### src/rtl/homo_query_arbiter.sv
// ============================================================================
// homo_query_arbiter : round-robin sharing of one homography engine between
// two requesters, with in-order response routing and flush/drain.
// Optional: define HQA_TAG_CHECK_EN to check echoed coordinates on return.
// Revision: 1.0
// ============================================================================
`default_nettype none

module homo_query_arbiter #(
  parameter int MAX_OUT = 8,
  parameter int CNT_W   = 4
) (
  input  logic       clk_25,
  input  logic       rst_n,
  input  logic       flush,
  input  logic       req0_valid,
  input  logic [9:0] req0_x,
  input  logic [9:0] req0_y,
  output logic       req0_ack,
  input  logic       req1_valid,
  input  logic [9:0] req1_x,
  input  logic [9:0] req1_y,
  output logic       req1_ack,
  output logic [9:0] query_x,
  output logic [9:0] query_y,
  output logic       start,
  input  logic       ready,
  input  logic [9:0] return_x,
  input  logic [9:0] return_y,
  input  logic [4:0] r,
  input  logic [5:0] g,
  input  logic [4:0] b,
  output logic       rsp0_val,
  output logic [9:0] rsp0_x,
  output logic [9:0] rsp0_y,
  output logic [4:0] rsp0_r,
  output logic [5:0] rsp0_g,
  output logic [4:0] rsp0_b,
  output logic       rsp1_val,
  output logic [9:0] rsp1_x,
  output logic [9:0] rsp1_y,
  output logic [4:0] rsp1_r,
  output logic [5:0] rsp1_g,
  output logic [4:0] rsp1_b,
  output logic       busy,
  output logic       flush_done,
  output logic       err_orphan,
  output logic       err_mismatch
);

  localparam int PTR_W = $clog2(MAX_OUT);
`ifdef HQA_TAG_CHECK_EN
  localparam int ENTRY_W = 21;
`else
  localparam int ENTRY_W = 1;
`endif

  typedef enum logic [1:0] {
    S_RUN     = 2'd0,
    S_DRAIN   = 2'd1,
    S_WAITREL = 2'd2
  } state_t;

  state_t             r_state;
  logic [CNT_W-1:0]   r_outstanding;
  logic [CNT_W-1:0]   w_cnt_next;
  logic [PTR_W-1:0]   r_wr_ptr;
  logic [PTR_W-1:0]   r_rd_ptr;
  logic [ENTRY_W-1:0] r_fifo [MAX_OUT];
  logic               r_rr_last;
  logic               w_can_grant;
  logic               w_ack0;
  logic               w_ack1;
  logic               w_ack;
  logic               w_pop;
  logic               w_head_id;
  logic [ENTRY_W-1:0] w_push_entry;
  logic [ENTRY_W-1:0] w_head;

  assign w_can_grant = (r_state == S_RUN) && (r_outstanding < CNT_W'(MAX_OUT));
  // On a tie the requester that did not win last time gets the slot.
  assign w_ack0 = w_can_grant & req0_valid & (~req1_valid | r_rr_last);
  assign w_ack1 = w_can_grant & req1_valid & (~req0_valid | ~r_rr_last);
  assign w_ack  = w_ack0 | w_ack1;
  assign req0_ack = w_ack0;
  assign req1_ack = w_ack1;

  assign w_pop  = ready && (r_outstanding != '0);
  assign w_head = r_fifo[r_rd_ptr];
  assign busy   = (r_outstanding != '0);

`ifdef HQA_TAG_CHECK_EN
  assign w_push_entry = w_ack1 ? {1'b1, req1_x, req1_y} : {1'b0, req0_x, req0_y};
  assign w_head_id    = w_head[20];
`else
  assign w_push_entry = w_ack1;
  assign w_head_id    = w_head[0];
`endif

  always_comb begin
    w_cnt_next = r_outstanding;
    case ({w_ack, w_pop})
      2'b10:   w_cnt_next = r_outstanding + 1'b1;
      2'b01:   w_cnt_next = r_outstanding - 1'b1;
      default: w_cnt_next = r_outstanding;
    endcase
  end

  always_ff @(posedge clk_25) begin
    if (w_ack) begin
      r_fifo[r_wr_ptr] <= w_push_entry;
    end
  end

  always_ff @(posedge clk_25 or negedge rst_n) begin
    if (!rst_n) begin
      r_state       <= S_RUN;
      r_outstanding <= '0;
      r_wr_ptr      <= '0;
      r_rd_ptr      <= '0;
      r_rr_last     <= 1'b1;
      start         <= 1'b0;
      query_x       <= '0;
      query_y       <= '0;
      rsp0_val      <= 1'b0;
      rsp0_x        <= '0;
      rsp0_y        <= '0;
      rsp0_r        <= '0;
      rsp0_g        <= '0;
      rsp0_b        <= '0;
      rsp1_val      <= 1'b0;
      rsp1_x        <= '0;
      rsp1_y        <= '0;
      rsp1_r        <= '0;
      rsp1_g        <= '0;
      rsp1_b        <= '0;
      flush_done    <= 1'b0;
      err_orphan    <= 1'b0;
    end else begin
      r_outstanding <= w_cnt_next;
      start         <= w_ack;
      flush_done    <= 1'b0;
      if (w_ack) begin
        r_wr_ptr  <= r_wr_ptr + 1'b1;
        r_rr_last <= w_ack1;
        query_x   <= w_ack1 ? req1_x : req0_x;
        query_y   <= w_ack1 ? req1_y : req0_y;
      end
      if (w_pop) begin
        r_rd_ptr <= r_rd_ptr + 1'b1;
      end
      rsp0_val <= w_pop & ~w_head_id;
      rsp1_val <= w_pop & w_head_id;
      if (w_pop && !w_head_id) begin
        rsp0_x <= return_x;
        rsp0_y <= return_y;
        rsp0_r <= r;
        rsp0_g <= g;
        rsp0_b <= b;
      end
      if (w_pop && w_head_id) begin
        rsp1_x <= return_x;
        rsp1_y <= return_y;
        rsp1_r <= r;
        rsp1_g <= g;
        rsp1_b <= b;
      end
      if (ready && (r_outstanding == '0)) begin
        err_orphan <= 1'b1;
      end
      // Drain completion looks at the next count so flush_done lands with the last response.
      case (r_state)
        S_RUN: begin
          if (flush) r_state <= S_DRAIN;
        end
        S_DRAIN: begin
          if (w_cnt_next == '0) begin
            flush_done <= 1'b1;
            r_state    <= S_WAITREL;
          end
        end
        S_WAITREL: begin
          if (!flush) r_state <= S_RUN;
        end
        default: r_state <= S_RUN;
      endcase
    end
  end

`ifdef HQA_TAG_CHECK_EN
  always_ff @(posedge clk_25 or negedge rst_n) begin
    if (!rst_n) begin
      err_mismatch <= 1'b0;
    end else if (w_pop && (w_head[19:0] != {return_x, return_y})) begin
      err_mismatch <= 1'b1;
    end
  end
`else
  assign err_mismatch = 1'b0;
`endif

endmodule

`default_nettype wire

### config.mk
export PLATFORM = sky130hd
export DESIGN_NAME = homo_query_arbiter
export DESIGN_NICKNAME = d
export VERILOG_FILES = /design/src/rtl/homo_query_arbiter.sv
export SDC_FILE = /design/constraint.sdc
export NUM_CORES = 1
export LEC_CHECK = 0
export BUFFER_PORTS_ARGS = -buffer_cell sky130_fd_sc_hd__buf_2
export CAP_MARGIN = 30
export CORE_ASPECT_RATIO = 0.6
export CORE_UTILIZATION = 44
export DETAILED_ROUTE_END_ITERATION = 16
export PLACE_DENSITY = 0.76
export SLEW_MARGIN = 20
export SYNTH_ARGS = -nofsm -noshare
export SYNTH_HDL_FRONTEND = slang
export SYNTH_SLANG_ARGS = --single-unit
### constraint.sdc
create_clock -name clk_25 -period 2.65 [get_ports clk_25]
set_input_delay 0.265 -clock clk_25 [delete_from_list [all_inputs] [get_ports clk_25]]
set_output_delay 0.265 -clock clk_25 [all_outputs]
set_load 0.02 [all_outputs]
==> metrics.txt <==
Sink Count=roughly 120; clock skew=~0.0067 ns; core area=between 10000 and 15000 sq um; compound-gate portion of the synthesized area=under 10%; final setup fails=0; Final Worst Setup Slack=0.0948 ns; Worst Reg-to-Reg Cells=9; Hold Crit Class=in2reg; Post-Place Worst Slack=-0.0499 ns; Worst setup SP type=flop; top-area cell type share of the netlist area=between 50% and 60%; status=complete, no violations; fmax=0.391 GHz; setup TNS=0 ns; nets=between 600 and 700; flop2flop setup slack=0.09 ns; Hold EP=rsp0_g[4]; n_diodes=0; Avg Synthesized Cell Area=between 10 and 15 sq um; Chip Height=83.2 um; Placer Congestion=around 0.79; vias in the first global route=3692; Hold Vio Cnt, Final=0; number of top-level pins=roughly 180; Worst Max-Slew Pin Slew=around 0.67 ns; Synth Net Count=~460; htree depth=4; CP Data Arrival Time=around 2.8 ns; Final period util=between 90% and 100%; critical-path cell list=or4_4 > nand2_4 > inv_4 > ha_2 > nor4bb_1 > a211oi_1 > xor2_1 > a31oi_1 > o31a_1; initial DRC count=around 150; Netlist Area Pre-Place=4840 sq um; clock latency on the worst-skew pair=roughly 0.39 ns; CP peak stage delay=around 0.56 ns; DR DRC count=0; Cell variety after synth=42; VDD IR-drop max=just over 0.0008 V; Clock Tree Root=clkbuf_16; ANT nets after route=0; first drt pass iteration count=4; commonest non-fill, non-tap cell in the layout=buf_2; XOR/XNOR share of the synthesized area=between 1.5 and 2%; Vias/cell=4.91; Slew HR=55.2%; total grt overflow=0; layout cell share with drive strength beyond 1=a little over half; Power per Cell Area=about 1400 nW/um^2; r2r startpoint=r_outstanding[0]; CTS Buffer Depth=2; Leakage=slightly above 3 nW; area share of fa/ha/maj cells after synthesis=approximately 1.3%; Finished Cell Area=~6600 sq um; P&R area growth vs syn=36.9%; Slew Viols, Final=0; Post-synth EDFFs=8; largest area contributor in the netlist=dfrtp_1; Placed Area=slightly below 6000 sq um; Setup crit end kind=flop; critical path type=reg2reg; async set or reset register ratio after synthesis=a little over 90%; Synth Area in Simple Gates=a little under a tenth; final WL=10.7 mm; commonest cells after routing, fill and taps aside=180 x buf_2, 109 x dfrtp_1, 71 x mux2_2; Slowest-stage cell, CP=or4_4; Worst Path Max Fanout=6; worst path required time=between 2 and 3 ns; Initial Utilization=45.5%; multiplexer share of the synthesized area=between 10% and 20%; max-cap check violation count=0; largest family of logic cells by synthesized area=multiplexers; hold path start=g[4]; antenna violations before repair=0; TritonCTS Buffers=17; worst hold slack=slightly above 0.1 ns; Yosys reg bits=118; I/O Buffers=181; first-pass GRT wire length=between 15 and 20 mm; setup bufs post-CTS=0; FF-to-FF End=r_state[0]; Synth warnings=0; Die ar.=between 10000 and 15000 sq um; WL/cell=15.0 um; ranking of synthesized cells by area=dfrtp_1 56%, mux2_2 17%, edfxtp_1 5.0%, nand2_1 4.2%, a31oi_1 2.7%; largest net degree at the start of global routing=67; sequential element share of the synthesized area=approximately three fifths; final core occ=62.3%; Die X=between 100 and 150 um; Hold Crit Depth=2; CTS clock-pin slew for the worst setup and hold paths=~0.06 ns; CTS tree=done; routed via count=around 3500; num rows=29; Final min period=approximately 2.6 ns; post-DP HPWL=between 7 and 8 mm; top_reg_cell synth=dfrtp_1; Tot GR Track Use=between 20 and 25%; Synth Instances=about 370
## synthesized netlist by cell type (2+ instances only)
cell	instances
edfxtp_1	8
nor4b_1	3
mux4_2	2
inv_1	7
xor2_1	5
a21oi_1	2
buf_6	6
o21ai_0	3
dfrtp_1	109
nand3b_1	4
xnor2_1	5
nand2_1	54
ha_1	5
clkbuf_1	9
mux2_2	71
nor2_1	25
a31oi_1	21
nor3b_1	2
nor3_1	5
## area by class of cell
| type | count | area, sq um |
|---|---|---|
| Timing Repair Buffer | 193 | 1030 |
| Clock inverter | 12 | 149 |
| Fill cell | 859 | 4010 |
| Inverter | 8 | 32.5 |
| Tap cell | 139 | 174 |
| Sequential cell | 118 | 2990 |
| Multi-Input combinational cell | 225 | 1770 |
| Clock buffer | 20 | 478 |
## sequential cells by signal (all words and copies together), names as in the netlist, 6 cells and up
name / flops
rsp0_y: 10
rsp1_g: 6
rsp1_y: 10
rsp0_x: 10
query_y: 10
rsp1_x: 10
rsp0_g: 6
query_x: 10
r_fifo: 8
## critical path: cells and delay by family (launching register included)
family          cells  cell delay, ns
xor+xnor            1            0.20
fa+ha+maj           1            0.21
buf+inv             1            0.06
compound gates      3            0.61
flops               1            0.37
simple gates        3            0.99
## metal layers
| metal | GRT usage (%) | wire, um |
|---|---|---|
| met4 | 6.89 | 105 |
| met3 | 5.68 | 742 |
| met2 | 32.8 | 4980 |
| met1 | 25.6 | 4890 |
| met5 | 0 | 0 |
## stage by stage
stage / power [mW] / instances
6_report: 9.52 / 715
2_1_floorplan: 5.85 / 369
5_1_grt: 10.1 / 715
4_1_cts: 9.57 / 715
3_3_place_gp: 6.92 / 681
3_5_place_dp: 7.15 / 682
## repair_timing
action,4_1_cts,5_1_grt
endpoints found under the hold margin,43,0
gates resized for setup,1,8
endpoints found under the setup margin,3,5
hold buffers,1,0
pin swaps,1,1
## cell families after synthesis
family,count (synthesis)
xor+xnor,10
fa+ha+maj,5
simple gates,102
mux,76
buf+inv,26
other cells,1
flops,118
compound gates,31
## worst max path at each step
| stage | from | end | cells past startpoint |
|---|---|---|---|
| CTS | r_outstanding[3] | r_state[1] | 10 |
| global placement | r_outstanding[0] | r_state[0] | 11 |
| floorplan | r_outstanding[0] | r_state[0] | 12 |
| finish | r_outstanding[0] | r_state[0] | 9 |
| global route | r_outstanding[3] | r_state[1] | 10 |
| detailed placement | r_outstanding[0] | r_state[1] | 11 |
## where the power goes
part | total [mW] | internal, mW | switching [mW]
Clock | 2.37 | 1.58 | 0.790
Combinational | 3.98 | 1.70 | 2.28
Sequential | 3.17 | 2.69 | 0.475
Total | 9.52 | 5.97 | 3.54
Note: power is estimated with default switching activity, not from simulation.
